**src/rtl/store_size_ss_pkg.sv**
```systemverilog
// Shared definitions for the store-size and load-size units: size-select
// encodings, the store FSM state set and the wait-counter width.
package store_size_ss_pkg;

  typedef enum logic [1:0] {
    SEL_RSV = 2'b00,
    SEL_SW  = 2'b01,
    SEL_SH  = 2'b10,
    SEL_SB  = 2'b11
  } sel_e;

  typedef enum logic [2:0] {
    IDLE,
    READ,
    WAIT,
    WRITE,
    DONE
  } state_e;

  // Wide enough for a memory latency of up to 15 cycles.
  localparam int CNT_W = 4;

endpackage

```
**src/rtl/store_size_ss_merge.sv**
```systemverilog
// Lane merge for partial stores: the new halfword/byte always replaces the
// low lanes of the word read back from memory, mirroring how the load-size
// unit extracts lh/lb from the low lanes. The address never shifts lanes.
module store_merge
  import store_size_ss_pkg::*;
(
  input  sel_e        sel,
  input  logic [31:0] rt,
  input  logic [31:0] rdata,
  output logic [31:0] merged
);

  // Pick which low lanes of rt overwrite the read-back word.
  always_comb begin
    merged = rt;
    case (sel)
      SEL_SH:  merged = {rdata[31:16], rt[15:0]};
      SEL_SB:  merged = {rdata[31:8], rt[7:0]};
      default: merged = rt;
    endcase
  end

endmodule

```
**src/rtl/store_size_ss.sv**
```systemverilog
// Store-size sequencer: a full-word store writes directly, while a halfword
// or byte store first reads the target word, waits out the memory latency,
// merges the new low lanes in and writes the result back.
module store_size_ss
  import store_size_ss_pkg::*;
#(
  parameter int MEM_LAT = 1
)
(
  input  logic        clk,
  input  logic        reset,
  input  logic        start,
  input  logic [1:0]  sel,
  input  logic [31:0] addr,
  input  logic [31:0] rt_data,
  input  logic [31:0] mem_rdata,
  output logic [31:0] mem_addr,
  output logic [31:0] mem_wdata,
  output logic        mem_wr,
  output logic        busy,
  output logic        done,
  output logic        err
);

  // READ loads latency-1 so that WAIT lasts exactly MEM_LAT cycles,
  // leaving WAIT on the cycle the counter reads zero.
  localparam logic [CNT_W-1:0] LAT_LOAD = CNT_W'(MEM_LAT - 1);

  state_e             state_q;
  state_e             state_d;
  sel_e               sel_q;
  logic [31:0]        addr_q;
  logic [31:0]        rt_q;
  logic [31:0]        rdata_q;
  logic [CNT_W-1:0]   cnt_q;
  logic [31:0]        merged;

  store_merge u_merge (
    .sel    (sel_q),
    .rt     (rt_q),
    .rdata  (rdata_q),
    .merged (merged)
  );

  // State register; reset wins over everything, including a pending start.
  always_ff @(posedge clk) begin
    if (reset) begin
      state_q <= IDLE;
    end else begin
      state_q <= state_d;
    end
  end

  // Request capture, latency counter and read-data register.
  always_ff @(posedge clk) begin
    if (reset) begin
      sel_q   <= SEL_RSV;
      addr_q  <= '0;
      rt_q    <= '0;
      rdata_q <= '0;
      cnt_q   <= '0;
    end else begin
      if (state_q == IDLE && start) begin
        sel_q  <= sel_e'(sel);
        addr_q <= addr;
        rt_q   <= rt_data;
      end
      if (state_q == READ) begin
        cnt_q <= LAT_LOAD;
      end else if (state_q == WAIT && cnt_q != '0) begin
        cnt_q <= cnt_q - CNT_W'(1);
      end
      if (state_q == WAIT && cnt_q == '0) begin
        rdata_q <= mem_rdata;
      end
    end
  end

  // Next-state selection and Moore output decode.
  always_comb begin
    state_d   = state_q;
    busy      = 1'b0;
    done      = 1'b0;
    err       = 1'b0;
    mem_wr    = 1'b0;
    mem_addr  = '0;
    mem_wdata = '0;

    case (state_q)
      IDLE: begin
        if (start) begin
          case (sel_e'(sel))
            SEL_SW:  state_d = WRITE;
            SEL_RSV: state_d = DONE;
            default: state_d = READ;
          endcase
        end
      end
      READ:    state_d = WAIT;
      WAIT:    if (cnt_q == '0) state_d = WRITE;
      WRITE:   state_d = DONE;
      DONE:    state_d = IDLE;
      default: state_d = IDLE;
    endcase

    busy = (state_q != IDLE);
    done = (state_q == DONE);
    err  = (state_q == DONE) && (sel_q == SEL_RSV);
    if (state_q == READ || state_q == WAIT || state_q == WRITE) begin
      mem_addr = addr_q;
    end
    if (state_q == WRITE) begin
      mem_wr    = 1'b1;
      mem_wdata = merged;
    end
  end

endmodule

```
**config.mk**
```make
export PLATFORM = sky130hd
export DESIGN_NAME = store_size_ss
export DESIGN_NICKNAME = d
export VERILOG_FILES = /design/src/rtl/store_size_ss_pkg.sv /design/src/rtl/store_size_ss_merge.sv /design/src/rtl/store_size_ss.sv
export SDC_FILE = /design/constraint.sdc
export NUM_CORES = 1
export LEC_CHECK = 0
export CAP_MARGIN = 20
export CORE_AREA = 2 2 86 88
export DETAILED_ROUTE_END_ITERATION = 12
export DIE_AREA = 0 0 88 90
export DONT_BUFFER_PORTS = 1
export PLACE_DENSITY = 0.77
export SLEW_MARGIN = 20
export SYNTH_ARGS = -nofsm -noshare
export SYNTH_HDL_FRONTEND = slang
export SYNTH_SLANG_ARGS = --single-unit
export TNS_END_PERCENT = 30
```
**constraint.sdc**
```tcl
create_clock -name clk -period 2.1 [get_ports clk]
set_input_delay 0.105 -clock clk [delete_from_list [all_inputs] [get_ports clk]]
set_output_delay 0.105 -clock clk [all_outputs]
set_load 0.02 [all_outputs]
```
==> reports/metrics.csv <==
stage,metric,value,unit
status,outcome,completed,
setup_path,flop-to-flop setup slack,0.34,ns
synthesis,Yosys reg bits,97,
drt,Via Count,4198,
setup_path,CP required,2.00,ns
synthesis,synthesized area,0.00426,sq mm
drt,DRC Markers,0,
floorplan,Die ar.,0.00792,sq mm
finish,FILL cells,470,
sta,"Slew Viols, Final",0,
clocking,worst-skew pair later-pin latency,0.35,ns
synthesis,top-area cell type share of the netlist area,0.456,
global_routing,remaining global-route overflow,0,
power_and_ir_drop,Max VDD drop,507,uV
clocking,# H-tree levels,3,
finish,antenna diode count,0,
setup_path,CP dominant cell by count,buf_4,
placed_design,Placer Congestion,0.812,
synthesis,synthesized area per cell,7.72,sq um
synthesis,"top cells by area, synth","dfxtp_1 (46%), nand2_1 (13%), a21oi_1 (12%)",
synthesis,Synth Flop Type,dfxtp_1,
sta,fin worst setup slack,0.150,ns
placed_design,port buffer count,0,
global_routing,largest net degree at the start of global routing,95,
clocking,CTS tree,built,
sta,Sum Neg Setup Slack,0,ns
synthesis,Mapped Cells,552,
drt,drt initial violations,250,
finish,footprint of the multi-input gates,0.00205,sq mm
floorplan,Die X,88,microns
run,total of max-cap violations,0,
drt,DR WL/cell,15.5,microns
setup_path,"CP delay by family, top",simple AND/OR/NAND/NOR gates,
sta,Max transition margin,0.674,
global_routing,vias in the first global route,4008,
placed_design,DP HPWL,6.76,mm
setup_path,CP Class,register to primary output,
synthesis,sequential-to-total area share from yosys stat,0.456,
sta,Final Setup Violations,0,
clocking,post-cts sizing count,0,
power_and_ir_drop,power density cells,703,mW/mm^2
drt,drt total wl,11.7,mm
drt,TritonRoute pass-1 iters,4,
setup_path,Crit Path Max Fanout,11,
placed_design,"worst slack, placed",0.399,ns
finish,Register Area,0.00194,sq mm
floorplan,Die Y-Extent,90,microns
sta,final hold vios,0,
setup_path,crit end category,primary output,
clocking,Max Buffers Root-to-Sink,2,
finish,area grow syn2layout,30.8,%
setup_path,Critical Path Source Type,register,
global_routing,GRT Total Usage,0.293,
worst_hold_path,Hold/Removal Path Class,input pin to register,
floorplan,Starting Density,0.607,
global_routing,first-pass GRT wire length,18.6,mm
setup_path,crit path buf inv count,2,
global_routing,initial antenna violation count,0,
synthesis,share of synthesized registers carrying an async set or reset,0,
sta,post-layout min period,1.95,ns
synthesis,most frequent cell after synthesis,nand2_1,
setup_path,"Critical Path, Cell by Cell",buf_4 > nor2_1 > and2_1 > nor3b_1 > buf_4,
synthesis,"Net Count, Synth",654,
synthesis,number of synthesized flops with an enable pin,0,
power_and_ir_drop,Leakage,0.00208,uW
setup_path,r2r worst-path depth,4,
sta,Layout Skew,0.0139,ns
setup_path,crit path DAT,1.85,ns
drt,via-per-instance ratio,5.55,
sta,Worst Max-Slew Pin Slew,0.487,ns
synthesis,most frequent cells after synthesis,"nand2_1 (142), a21oi_1 (102), dfxtp_1 (97)",
sta,period utilization,0.929,
synthesis,Yosys warning count,0,
clocking,CTS root buffer,clkbuf_8,
setup_path,CP max stage cell,and2_1,
sta,FMAX,513,MHz
setup_path,"slowest stage delay, CP",0.34,ns
clocking,CTS Sinks,97,
drt,"antenna viol nets, final",0,
floorplan,Std-Cell Rows,31,
floorplan,Ports,169,
clocking,CTS buffer count,9,
finish,share of cells above drive strength 1,0.0974,
setup_path,WP depth,5,
sta,RSZ-0062 raised after global routing,false,
synthesis,"area leader, netlist",dfxtp_1,
clocking,Clock Pin Slew Worst Setup and Hold Paths,0.08,ns
finish,nets@finish,754,
floorplan,Floorplan Core Area,0.00702,sq mm
synthesis,post-synthesis cell type count,31,
worst_hold_path,hold path depth,3,
cells in the final DEF, fill, tap and decap left out, types with 4 or more instances in the layout:
master	synthesis	final
dfxtp_1	97	97
nand2_1	142	142
and2_1	41	41
buf_4	7	44
o21ai_0	26	26
mux2i_1	16	16
a21oi_1	102	102
nand3_1	34	34
nor2_1	19	19
clkbuf_8	0	10
dlygate4sd3_1	0	91
inv_1	4	4
area by class of cell:
class,instances,area share
sequential,97,0.349
timing repair buffer,136,0.228
clock inverter,4,0.00517
multi-input combinational,404,0.368
clock buffer,12,0.0260
inverter,4,0.00269
tap,99,0.0222
registers in the layout, summed over array words and instances, names as in the netlist:
register	cells
addr_q	32
rt_q	32
rdata_q	24
cnt_q	4
state_q	3
sel_q	2
tightest hold or removal path, cell delays in order:
cell and delay [ns]:
nor4_1 0.03, a22oi_1 0.15, nor3_1 0.06
repair_timing:
item                                   in CTS  in global routing
endpoints found under the hold margin      97                  0
setup buffers                               0                  0
hold buffers                               92                  0
metrics by stage:
step | hold WS [ns] | total power [uW] | std cells | area [sq um] | utilization
2_1_floorplan | 0.195 | 2610 | 552 | 4260 | -
3_3_place_gp | 0.181 | 2660 | 648 | 4460 | 0.635
3_5_place_dp | 0.182 | 2690 | 648 | 4460 | 0.635
4_1_cts | 0.0339 | 3930 | 756 | 5570 | 0.794
5_1_grt | 0.0562 | 4110 | 756 | 5570 | 0.794
6_report | 0.0452 | 3920 | 756 | 5570 | 0.794
worst paths after layout:
kind | from | to
worst max-delay path | state_q[0]$_SDFFE_PP0P_ | err
worst min-delay path | sel[1] | state_q[2]$_SDFFE_PP0P_
worst max register to register | state_q[1]$_SDFFE_PP0P_ | addr_q[11]$_SDFFE_PP0P_
worst min register to register | addr_q[19]$_SDFFE_PP0P_ | addr_q[19]$_SDFFE_PP0P_
layer usage:
layer | vias to the layer above | wire length [microns] | track usage
met4 | 0 | 250 | 0.112
met1 | 1968 | 4580 | 0.343
met3 | 26 | 830 | 0.0707
met5 | - | 0 | 0
met2 | 174 | 6080 | 0.509
li1 | 2030 | - | -
where the power goes:
part           internal [uW]  switching [uW]  leakage, uW
Clock                    465             617    0.0000826
Combinational            319             456      0.00120
Sequential              1980            79.7     0.000793
Total                   2770            1150      0.00208
cell families (layout without fill, tap and decap cells):
logic type,after synthesis,in the layout,synth area share
AND/OR/NAND/NOR,252,252,0.275
AO/OA/AOI/OAI,135,135,0.163
flip-flops,97,97,0.456
buffers and inverters,51,156,0.0649
multiplexers,16,16,0.0376
adder cells (fa/ha/maj),1,1,0.00294
Note: power is estimated with default switching activity, not from simulation.
